$ cat src/rtl/fp_wb_arbiter.sv
// fp_wb_arbiter: round-robin merge of FP producer results onto one registered, NaN-boxed writeback port
module fp_wb_arbiter #(
    parameter int NUM_UNITS = 2,
    parameter int FLEN      = 64,
    parameter int ID_W      = 3
) (
    input  logic                      clk,
    input  logic                      rst,
    input  logic [NUM_UNITS-1:0]      unit_done,
    input  logic [NUM_UNITS*ID_W-1:0] unit_id,
    input  logic [NUM_UNITS*FLEN-1:0] unit_rd,
    input  logic [NUM_UNITS-1:0]      unit_single,
    input  logic [NUM_UNITS*5-1:0]    unit_fflags,
    output logic [NUM_UNITS-1:0]      unit_ack,
    output logic                      wb_done,
    output logic [ID_W-1:0]           wb_id,
    output logic [FLEN-1:0]           wb_rd,
    output logic [4:0]                wb_fflags,
    input  logic                      wb_ack,
    input  logic                      fflags_clear,
    output logic [4:0]                fflags_acc
);
    localparam int PW = NUM_UNITS > 1 ? $clog2(NUM_UNITS) : 1;
    localparam logic [FLEN-1:0] BOX = ~FLEN'(32'hFFFF_FFFF);

    logic [PW-1:0]        ptr, gidx, ptr_nxt;
    logic [NUM_UNITS-1:0] grant;
    logic                 found, advance;
    logic [FLEN-1:0]      sel_rd, boxed;

    assign advance  = ~wb_done | wb_ack;
    assign unit_ack = (rst && advance) ? grant : '0;
    assign sel_rd   = unit_rd[gidx*FLEN +: FLEN];
    assign boxed    = unit_single[gidx] ? (sel_rd | BOX) : sel_rd;

    // first requester at or after ptr, wrapping, and the pointer value that follows it
    always_comb begin
        grant   = '0;
        gidx    = '0;
        found   = 1'b0;
        for (int k = 0; k < NUM_UNITS; k++) begin
            if (!found && unit_done[(int'(ptr) + k) % NUM_UNITS]) begin
                found = 1'b1;
                gidx  = PW'((int'(ptr) + k) % NUM_UNITS);
            end
        end
        grant[gidx] = found;
        ptr_nxt     = (int'(gidx) == NUM_UNITS - 1) ? '0 : gidx + 1'b1;
    end

    // output stage load, pointer rotation on ack, sticky flags accumulated at retirement
    always_ff @(posedge clk) begin
        if (!rst) begin
            wb_done    <= 1'b0;
            wb_id      <= '0;
            wb_rd      <= '0;
            wb_fflags  <= '0;
            ptr        <= '0;
            fflags_acc <= '0;
        end else begin
            if (advance) begin
                wb_done <= found;
                if (found) begin
                    wb_id     <= unit_id[gidx*ID_W +: ID_W];
                    wb_rd     <= boxed;
                    wb_fflags <= unit_fflags[gidx*5 +: 5];
                    ptr       <= ptr_nxt;
                end
            end
            fflags_acc <= fflags_clear ? 5'b0 : (wb_done & wb_ack) ? (fflags_acc | wb_fflags) : fflags_acc;
        end
    end
endmodule

$ cat config.mk
export PLATFORM = sky130hd
export DESIGN_NAME = fp_wb_arbiter
export DESIGN_NICKNAME = d
export VERILOG_FILES = /design/src/rtl/fp_wb_arbiter.sv
export SDC_FILE = /design/constraint.sdc
export NUM_CORES = 1
export LEC_CHECK = 0
export ABC_AREA = 1
export BUFFER_PORTS_ARGS = -buffer_cell sky130_fd_sc_hd__buf_2
export CORE_ASPECT_RATIO = 0.5
export CORE_UTILIZATION = 47
export CTS_CLUSTER_SIZE = 12
export DETAILED_ROUTE_END_ITERATION = 6
export PLACE_DENSITY = 0.86
export SYNTH_ARGS = -nofsm -noshare
export SYNTH_HDL_FRONTEND = slang
export SYNTH_SLANG_ARGS = --single-unit
$ cat constraint.sdc
create_clock -name clk -period 2.5 [get_ports clk]
set_input_delay 0.125 -clock clk [delete_from_list [all_inputs] [get_ports clk]]
set_output_delay 0.125 -clock clk [all_outputs]
set_load 0.01 [all_outputs]
==> impl_metrics.env, run 1 <==
export IMPL_status="complete, no violations"
export IMPL_core_sq_mm=0.00762
export IMPL_rows=22
export IMPL_avgSynthCellArea_sq_um=6.18
export IMPL_wire_per_inst_microns=11.4
export IMPL_path_delay_family="buffers and inverters"
export IMPL_synth_common_cells="nor2_1 (170), nand2_1 (153), dfxtp_1 (79), o21ai_0 (66), inv_1 (51)"
export IMPL_p_sw_share_pct=27.9
export IMPL_dp_hpwl_microns=7670
export IMPL_path_clk_slew_ps=60
export IMPL_fp_dieH_microns=66.1
export IMPL_die_x_microns=130
export IMPL_drtPass1Iterations=4
export IMPL_grt_pass1_vias=3793
export IMPL_cp_cell_sequence="inv_1 > nor2_1 > nor2_4 > buf_12 > nand2_1 > nor2_1 > buf_2"
export IMPL_synth_edf_count=0
export IMPL_grt_start_max_net_pins=98
export IMPL_start_util_pct=50.6
export IMPL_grt_remaining_overflow=0
export IMPL_power_frac_clock_pct=36.7
export IMPL_pwr_share_comb_pct=21.5
export IMPL_skew_ps=2.67
export IMPL_yosys_area_top_type_share_pct=41.0
export IMPL_vdd_drop_max_v=0.000403
export IMPL_worst_path_buf_inv=3
export IMPL_nets=985
export IMPL_seqPwrFrac_pct=41.8
export IMPL_cpMostUsedCell="nor2_1"
export IMPL_wl_microns=10800
export IMPL_cts_sinks=79
export IMPL_synth_area_leaders="dfxtp_1 (41%), nor2_1 (17%), nand2_1 (15%), o21ai_0 (8.6%), nand3_1 (5.4%)"
export IMPL_yosys_area_top_type="dfxtp_1"
export IMPL_clock_tree_buffer_depth=2
export IMPL_setup_viol=0
export IMPL_worstSetupStartpointType="flip-flop"
export IMPL_cts_tree="yes"
export IMPL_antennaDiodeCount=0
export IMPL_hp_class="primary input to flip-flop"
export IMPL_io_buffers=231
export IMPL_crit_path_top_delay_cell="dfxtp_1"
export IMPL_crit_arrival_ps=1710
export IMPL_num_vias=4458
export IMPL_slew_headroom_pct=58.9
export IMPL_post_route_period_util_pct=73.3
export IMPL_final_hold_violation_count=0
export IMPL_final_antenna_net_count=0
export IMPL_root_buffer="clkbuf_16"
export IMPL_clk_latency_ps=320
export IMPL_leakagePower_nw=3.03
export IMPL_slowest_delay_ps=330
export IMPL_via_per_inst=4.71
export IMPL_routabilityCongestion=0.843
export IMPL_powerDensity_mw_per_mm2=648
export IMPL_cts_setup_buffers=0
export IMPL_track_usage_pct=24.9
export IMPL_drive_gt1_share_pct=31.1
export IMPL_tns_ps=0
export IMPL_hold_slack_ps=55.6
export IMPL_synth_seq_area_share_pct=41.0
export IMPL_synth_area_sq_mm=0.00386
export IMPL_area_growth_pct=37.9
export IMPL_synth_most_common_cell="nor2_1"
export IMPL_crit_path_max_fanout=97
export IMPL_rsz0062_at_grt="no"
export IMPL_ys_flop_type="dfxtp_1"
export IMPL_period_needed_ps=1830
export IMPL_ios=232
export IMPL_crit_path_end_kind="output port"
export IMPL_ctsResizeCount=0
export IMPL_cp_required_ps=2380
export IMPL_worst_pin_slew_ps=616
export IMPL_cts_made_buffers=9
export IMPL_cts_htree_levels=3
export IMPL_postCtsHoldBufs=0
export IMPL_async_flop_share_pct=0
export IMPL_syn_inst=624
export IMPL_cap_violations=0
export IMPL_grt_pass1_wl_microns=16900
export IMPL_synth_warnings=0
export IMPL_route_detailed_drc=0
export IMPL_antenna_found_initial=0
export IMPL_switchingPower_mw=0.962
export IMPL_drt_first_iter_violations=219
export IMPL_die_area_sq_mm=0.00860
export IMPL_synth_distinct_cells=19
export IMPL_critPathKind="flip-flop to output port"
export IMPL_slew_viol_final=0
export IMPL_syn_nets=776
export IMPL_p_int_mw=2.49
export IMPL_synth_seq_cells=79
export IMPL_fmax_ghz=0.546
[metrics by stage]
step                power, mW  util, %  setup WS [ps]  instance area [sq um]  cells
finish                   3.45     69.8            667                   5320    946
global route             3.64     69.8            533                   5320    946
CTS                      3.47     69.8            653                   5320    946
detailed placement       2.20     65.9            755                   5030    930
global placement         2.19     65.9            835                   5030    930
floorplan                1.90        -           1240                   3860    624
[power groups by stage]
stage | combinational, mW | clock, mW | sequential [mW]
6_report | 0.741 | 1.27 | 1.44
5_1_grt | 0.836 | 1.35 | 1.45
4_1_cts | 0.745 | 1.29 | 1.44
3_5_place_dp | 0.740 | 0 | 1.46
3_3_place_gp | 0.727 | 0 | 1.46
2_1_floorplan | 0.377 | 0 | 1.52
[worst register-to-register path, stage by stage (launching register included)]
cell and delay [ps]:
dfxtp_1 310, inv_1 60, nand2_2 50, buf_4 240, nand3_1 130, nand3_2 490, nor2_1 320, nor2_1 90
[final cells by class]
type / instances / area (sq um)
well taps: 108 / 135
clock inverters: 4 / 45.0
multi-input cells: 453 / 1880
clock buffers: 12 / 246
repair buffers: 238 / 1230
fillers: 690 / 2310
inverters: 52 / 195
flip-flops and latches: 79 / 1580
[sequential cells by signal, summed over array words and instances, names as in the netlist]
name and flops:
fflags_acc 5, ptr 1, wb_done 1, wb_fflags 5
wb_id 3, wb_rd 64
[cells by family (layout without fill, tap and decap cells)]
| family | after synthesis | count (layout) | share of synthesized area (%) |
|---|---|---|---|
| AOI/OAI and AO/OA | 79 | 79 | 10.2 |
| buffers and inverters | 92 | 306 | 10.2 |
| DFF | 79 | 79 | 41.0 |
| and+or+nand+nor | 374 | 374 | 38.5 |
[cell usage in the layout, fill, tap and decap left out, types with 2 or more instances in the layout]
cell type  instances
buf_12             2
nand3_1           42
nand2_1          153
clkbuf_1           2
nor2_1           170
o21ai_0           66
o21ai_1            7
nor2_2             2
clkinv_2           3
buf_2            231
dfxtp_1           79
nand2_2            3
clkbuf_16          9
a21oi_1            6
inv_1             51
buf_4              5
[metal layers]
| metal | wire [microns] | part of all wire [%] | global-route usage [%] |
|---|---|---|---|
| met1 | 4680 | 43 | 28.0 |
| met2 | 5320 | 49 | 46.5 |
| met3 | 625 | 5.8 | 6.88 |
| met4 | 133 | 1.2 | 6.69 |
| met5 | 0 | 0 | 0 |
[worst paths after layout]
| check | startpoint | endpoint | slack, ps | depth (start not counted) |
|---|---|---|---|---|
| setup / recovery | wb_done$_SDFFE_PN0N_ | unit_ack[0] | 670 | 7 |
| setup reg to reg | ptr$_SDFFE_PN0P_ | wb_rd[61]$_SDFFE_PN0P_ | 700 | 7 |
| hold / removal | unit_rd[84] | wb_rd[20]$_SDFFE_PN0P_ | 60 | 3 |
| hold reg to reg | fflags_acc[3]$_SDFFE_PP0P_ | fflags_acc[3]$_SDFFE_PP0P_ | 440 | 2 |
No activity file was read; power rests on OpenSTA's default activity.
==> inputs of run 2 (changes only) <==
--- a/config.mk
+++ b/config.mk
@@ -8,10 +8,10 @@
 export ABC_AREA = 1
 export BUFFER_PORTS_ARGS = -buffer_cell sky130_fd_sc_hd__buf_2
 export CORE_ASPECT_RATIO = 0.5
-export CORE_UTILIZATION = 47
+export CORE_UTILIZATION = 44
 export CTS_CLUSTER_SIZE = 12
 export DETAILED_ROUTE_END_ITERATION = 6
-export PLACE_DENSITY = 0.86
+export PLACE_DENSITY = 0.81
 export SYNTH_ARGS = -nofsm -noshare
 export SYNTH_HDL_FRONTEND = slang
 export SYNTH_SLANG_ARGS = --single-unit
==> constraint.sdc (replaced) <==
create_clock -name clk -period 1.9 [get_ports clk]
set_input_delay 0.095 -clock clk [delete_from_list [all_inputs] [get_ports clk]]
set_output_delay 0.095 -clock clk [all_outputs]
set_load 0.01 [all_outputs]
==> run 2 against run 1 <==
Net effect: sequential power is 31% higher; combinational power is 33% higher; via count hardly changed; routed wire length is 2.0% higher; register-to-register slack worse by 360 ps; hold slack worse by 39 ps; sequential share of layout area is 0.19 points lower; count of clock-buffer cells in the layout is 3 lower; global-route usage is 1.6 points lower; design area is 0.64% higher; critical endpoint unchanged; largest power group unchanged.
==> impl_metrics.env, run 2 (synthesis results as in run 1) <==
export IMPL_status="complete, no violations"
export IMPL_fp_dieH_microns=68.2
export IMPL_p_sw_share_pct=28.9
export IMPL_fmax_ghz=0.588
export IMPL_critPathKind="flip-flop to output port"
export IMPL_antennaDiodeCount=0
export IMPL_tns_ps=0
export IMPL_rsz0062_at_grt="no"
export IMPL_cts_tree="yes"
export IMPL_seqPwrFrac_pct=41.5
export IMPL_area_growth_pct=38.8
export IMPL_cts_setup_buffers=0
export IMPL_rows=23
export IMPL_place_inst=938
export IMPL_cap_violations=0
export IMPL_fin_ws_ps=199
export IMPL_worstSetupStartpointType="flip-flop"
export IMPL_slew_viol_final=0
export IMPL_vdd_drop_max_v=0.000479
export IMPL_antenna_found_initial=0
export IMPL_final_cell_mix="buf_2 (231), nor2_1 (170), nand2_1 (153)"
export IMPL_wire_per_inst_microns=11.5
export IMPL_dp_hpwl_microns=8150
export IMPL_die_area_sq_mm=0.00917
export IMPL_worst_pin_slew_ps=416
export IMPL_path_clk_slew_ps=60
export IMPL_switchingPower_mw=1.32
export IMPL_grt_pass1_wl_microns=16700
export IMPL_nets=989
export IMPL_powerDensity_mw_per_mm2=853
export IMPL_io_buffers=231
export IMPL_slew_headroom_pct=72.2
export IMPL_post_route_period_util_pct=89.5
export IMPL_utilization_pct=64.8
export IMPL_worst_path_buf_inv=4
export IMPL_drtPass1Iterations=4
export IMPL_power_frac_clock_pct=37.0
export IMPL_hp_class="primary input to flip-flop"
export IMPL_clock_tree_buffer_depth=2
export IMPL_routabilityCongestion=0.856
export IMPL_crit_path_max_fanout=26
export IMPL_setup_viol=0
export IMPL_track_usage_pct=23.3
export IMPL_cp_cell_sequence="inv_1 > nand2_2 > nand2_2 > inv_2 > buf_4 > nor2_1 > buf_2"
export IMPL_period_needed_ps=1700
export IMPL_slowest_delay_ps=330
export IMPL_drive_gt1_share_pct=31.7
export IMPL_core_sq_mm=0.00826
export IMPL_grt_remaining_overflow=0
export IMPL_cp_required_ps=1800
export IMPL_ios=232
export IMPL_reg_top3="wb_rd: 64 flops, fflags_acc: 5 flops, wb_fflags: 5 flops"
export IMPL_skew_ps=5.17
export IMPL_top_register="wb_rd"
export IMPL_crit_path_top_delay_cell="dfxtp_1"
export IMPL_crit_arrival_ps=1610
export IMPL_grt_start_max_net_pins=50
export IMPL_grt_pass1_vias=3709
export IMPL_clk_latency_ps=330
export IMPL_instances_no_fill=954
export IMPL_largest_reg_flops=64
export IMPL_crit_path_end_kind="output port"
export IMPL_pwr_share_comb_pct=21.6
export IMPL_final_hold_violation_count=0
export IMPL_postCtsHoldBufs=0
export IMPL_route_detailed_drc=0
export IMPL_via_per_inst=4.67
export IMPL_pre_cts_ws_ps=354
export IMPL_path_delay_family="buffers and inverters"
export IMPL_root_buffer="clkbuf_16"
export IMPL_final_antenna_net_count=0
export IMPL_p_total_mw=4.56
export IMPL_final_common_cell="buf_2"
export IMPL_start_util_pct=46.7
export IMPL_leakagePower_nw=3.04
export IMPL_drt_first_iter_violations=234
export IMPL_die_x_microns=134
export IMPL_cts_made_buffers=9
export IMPL_cts_sinks=79
export IMPL_ctsResizeCount=0
export IMPL_p_int_mw=3.24
export IMPL_cpMostUsedCell="nand2_2"
export IMPL_cts_htree_levels=3
export IMPL_wl_microns=11000
export IMPL_num_vias=4456
## run 2: changes by cell type in the layout (fill, tap and decap cells not counted), sizes merged
cell,change
clkinvlp,+4
clkinv,-1
buf,+4
clkbuf,-3
## run 2: path summary, 6_finish.rpt
kind                               from  slack, ps                    endpoint  cells after the start
min                         unit_rd[83]         20      wb_rd[19]$_SDFFE_PN0P_                      3
max reg2reg            ptr$_SDFFE_PN0P_        340      wb_rd[37]$_SDFFE_PN0P_                      8
max                    ptr$_SDFFE_PN0P_        200                 unit_ack[0]                      7
min reg2reg  fflags_acc[1]$_SDFFE_PP0P_        450  fflags_acc[1]$_SDFFE_PP0P_                      2
## run 2: power by group through the flow
stage	Combinational, mW	Clock, mW	Sequential [mW]
2_1_floorplan	0.496	0	2.00
3_3_place_gp	0.971	0	1.92
3_5_place_dp	0.986	0	1.93
4_1_cts	0.990	1.73	1.89
5_1_grt	1.11	1.81	1.91
6_report	0.985	1.69	1.89
## run 2: per-stage QoR
stage | hold slack [ps] | area, sq um
after global routing | 31.7 | 5350
after CTS | 5.65 | 5350
after detailed placement | 353 | 5050
final | 16.9 | 5350
after floorplan | 256 | 3860
after global placement | 345 | 5050
## run 2: area by class of cell
cell class / count / area (sq um)
clock inverters: 7 / 73.8
clock buffers: 9 / 225
well taps: 112 / 140
repair buffers: 242 / 1250
inverters: 52 / 195
fillers: 760 / 2910
flip-flops and latches: 79 / 1580
multi-input cells: 453 / 1880
## run 2: layer usage
| metal | share of wire (%) | track usage (%) | vias up |
|---|---|---|---|
| li1 | - | - | 2341 |
| met1 | 42 | 26.2 | 1954 |
| met2 | 51 | 43.5 | 149 |
| met3 | 5.6 | 6.15 | 12 |
| met4 | 1.3 | 8.85 | 0 |
| met5 | 0 | 0 | - |
## run 2: tightest hold or removal path: stages
cell and delay [ps]:
buf_2 80, nor2_1 30, o21ai_1 110
==> inputs of run 3 (changes only) <==
--- a/config.mk
+++ b/config.mk
@@ -5,13 +5,12 @@
 export SDC_FILE = /design/constraint.sdc
 export NUM_CORES = 1
 export LEC_CHECK = 0
-export ABC_AREA = 1
 export BUFFER_PORTS_ARGS = -buffer_cell sky130_fd_sc_hd__buf_2
 export CORE_ASPECT_RATIO = 0.5
-export CORE_UTILIZATION = 44
+export CORE_UTILIZATION = 42
 export CTS_CLUSTER_SIZE = 12
 export DETAILED_ROUTE_END_ITERATION = 6
-export PLACE_DENSITY = 0.81
+export PLACE_DENSITY = 0.8
 export SYNTH_ARGS = -nofsm -noshare
 export SYNTH_HDL_FRONTEND = slang
 export SYNTH_SLANG_ARGS = --single-unit
==> run 3 against run 2 <==
Net effect: utilization is 2.3 points lower; cell count is 20% lower; synthesized cell count is 31% lower.
==> impl_metrics.env, run 3 <==
export IMPL_final_area_sq_mm=0.00504
export IMPL_track_usage_pct=22.7
export IMPL_vdd_drop_max_v=0.000416
export IMPL_area_growth_pct=43.4
export IMPL_ys_flop_type="dfxtp_1"
export IMPL_cp_required_ps=1800
export IMPL_slew_headroom_pct=67.4
export IMPL_fin_ws_ps=239
export IMPL_pwr_share_comb_pct=19.7
export IMPL_rows=23
export IMPL_grt_pass1_vias=3403
export IMPL_post_route_period_util_pct=87.4
export IMPL_grt_remaining_overflow=0
export IMPL_p_total_mw=4.49
export IMPL_pre_cts_ws_ps=400
export IMPL_grt_pass1_wl_microns=15700
export IMPL_dp_hpwl_microns=7330
export IMPL_final_hold_violation_count=0
export IMPL_status="complete, no violations"
export IMPL_wl_microns=10200
export IMPL_start_util_pct=43.6
export IMPL_powerDensity_mw_per_mm2=890
export IMPL_cts_htree_levels=3
export IMPL_p_sw_share_pct=26.6
export IMPL_yosys_area_top_type="dfxtp_1"
export IMPL_rsz0062_at_grt="no"
export IMPL_drt_first_iter_violations=158
export IMPL_seqPwrFrac_pct=42.1
export IMPL_final_cell_mix="buf_2 (231), nand2_1 (82), dfxtp_1 (79)"
export IMPL_yosys_area_top_type_share_pct=45.0
export IMPL_wire_per_inst_microns=13.4
export IMPL_reg_top3="wb_rd: 64 flops, fflags_acc: 5 flops, wb_fflags: 5 flops"
export IMPL_synth_area_sq_mm=0.00351
export IMPL_cts_tree="yes"
export IMPL_antenna_found_initial=0
export IMPL_ctsResizeCount=0
export IMPL_slowest_delay_ps=360
export IMPL_tns_ps=0
export IMPL_postCtsHoldBufs=0
export IMPL_synth_warnings=0
export IMPL_hp_class="primary input to flip-flop"
export IMPL_synth_seq_cells=79
export IMPL_root_buffer="clkbuf_16"
export IMPL_worst_pin_slew_ps=488
export IMPL_final_common_cell="buf_2"
export IMPL_num_vias=3817
export IMPL_worst_path_buf_inv=2
export IMPL_routabilityCongestion=0.796
export IMPL_final_antenna_net_count=0
export IMPL_fp_dieH_microns=66.7
export IMPL_route_detailed_drc=0
export IMPL_synth_seq_area_share_pct=45.0
export IMPL_synth_distinct_cells=26
export IMPL_die_x_microns=131
export IMPL_io_buffers=231
export IMPL_place_area_sq_mm=0.00474
export IMPL_clk_latency_ps=330
export IMPL_fmax_ghz=0.602
export IMPL_fill_cells=774
export IMPL_cp_cell_sequence="o21ai_4 > buf_4 > and3_1 > buf_2"
export IMPL_synth_most_common_cell="nand2_1"
export IMPL_grt_start_max_net_pins=59
export IMPL_clock_tree_buffer_depth=2
export IMPL_crit_path_top_delay_cell="dfxtp_1"
export IMPL_synth_edf_count=0
export IMPL_leakagePower_nw=2.60
export IMPL_place_inst=748
export IMPL_synth_area_leaders="dfxtp_1 (45%), o21ai_0 (10%), mux2i_1 (9.1%), nand2_1 (8.8%), a31oi_1 (7.1%)"
export IMPL_p_int_mw=3.29
export IMPL_hold_slack_ps=15.9
export IMPL_cts_made_buffers=9
export IMPL_critPathKind="flip-flop to output port"
export IMPL_largest_reg_flops=64
export IMPL_worstSetupStartpointType="flip-flop"
export IMPL_syn_inst=432
export IMPL_instances_no_fill=763
export IMPL_syn_nets=584
export IMPL_crit_arrival_ps=1570
export IMPL_core_sq_mm=0.00806
export IMPL_skew_ps=6.88
export IMPL_via_per_inst=5.00
export IMPL_cap_violations=0
export IMPL_ios=232
export IMPL_slew_viol_final=0
export IMPL_cts_sinks=79
export IMPL_synth_common_cells="nand2_1 (82), dfxtp_1 (79), o21ai_0 (72), a31oi_1 (40), a21oi_1 (38)"
export IMPL_cts_setup_buffers=0
export IMPL_nets=799
export IMPL_path_clk_slew_ps=60
export IMPL_switchingPower_mw=1.19
export IMPL_top_register="wb_rd"
export IMPL_crit_path_max_fanout=28
export IMPL_setup_viol=0
export IMPL_drive_gt1_share_pct=45.0
export IMPL_die_area_sq_mm=0.00876
export IMPL_path_delay_family="buffers and inverters"
export IMPL_crit_path_end_kind="output port"
export IMPL_drtPass1Iterations=5
export IMPL_antennaDiodeCount=0
export IMPL_async_flop_share_pct=0
export IMPL_power_frac_clock_pct=38.2
export IMPL_utilization_pct=62.5
export IMPL_avgSynthCellArea_sq_um=8.14
export IMPL_period_needed_ps=1660
==> run 3: cells by family (layout without fill, tap and decap cells) <==
family / after synthesis / in the layout / synth area share, %
buffers and inverters: 39 / 258 / 5.45
DFF: 79 / 79 / 45.0
muxes: 32 / 32 / 9.11
AOI/OAI and AO/OA: 154 / 154 / 23.8
and+or+nand+nor: 128 / 128 / 16.7
==> run 3: worst reg2reg max path, stage by stage, from the launching register on <==
cell and delay, ps:
dfxtp_1 310, and2b_1 220, nor2_4 130, buf_4 440, o21ai_0 180, a21oi_1 150
==> run 3: worst paths after layout <==
path	start	endpoint	slack, ps	depth (start not counted)
min	unit_rd[76]	wb_rd[12]$_SDFFE_PN0P_	20	3
max	ptr$_SDFFE_PN0P_	unit_ack[0]	240	4
max reg2reg	wb_done$_SDFFE_PN0N_	wb_rd[55]$_SDFFE_PN0P_	400	5
min reg2reg	fflags_acc[3]$_SDFFE_PP0P_	fflags_acc[3]$_SDFFE_PP0P_	470	2
==> run 3: routing by layer <==
layer,wire [microns],up-vias,global-route usage (%),part of all wire (%)
li1,-,1930,-,-
met1,4390,1741,25.7,43
met2,5100,128,40.8,50
met3,524,18,6.62,5.1
met4,191,0,9.88,1.9
met5,0,-,0,0
==> run 3: cell type report <==
type	count	area (sq um)	area share, %
Inverter	1	3.75	0.0745
Clock buffer	11	253	5.02
Timing Repair Buffer	242	1260	25.1
Tap cell	112	140	2.78
Multi-Input combinational cell	314	1750	34.8
Clock inverter	4	45.0	0.894
Sequential cell	79	1580	31.4
==> run 3: power groups by stage <==
stage          logic [mW]  clock network [mW]  registers [mW]
5_1_grt             0.973                1.82            1.91
4_1_cts             0.889                1.75            1.89
6_report            0.883                1.71            1.89
2_1_floorplan       0.413                   0            1.99
3_5_place_dp        0.886                   0            1.92
3_3_place_gp        0.867                   0            1.92
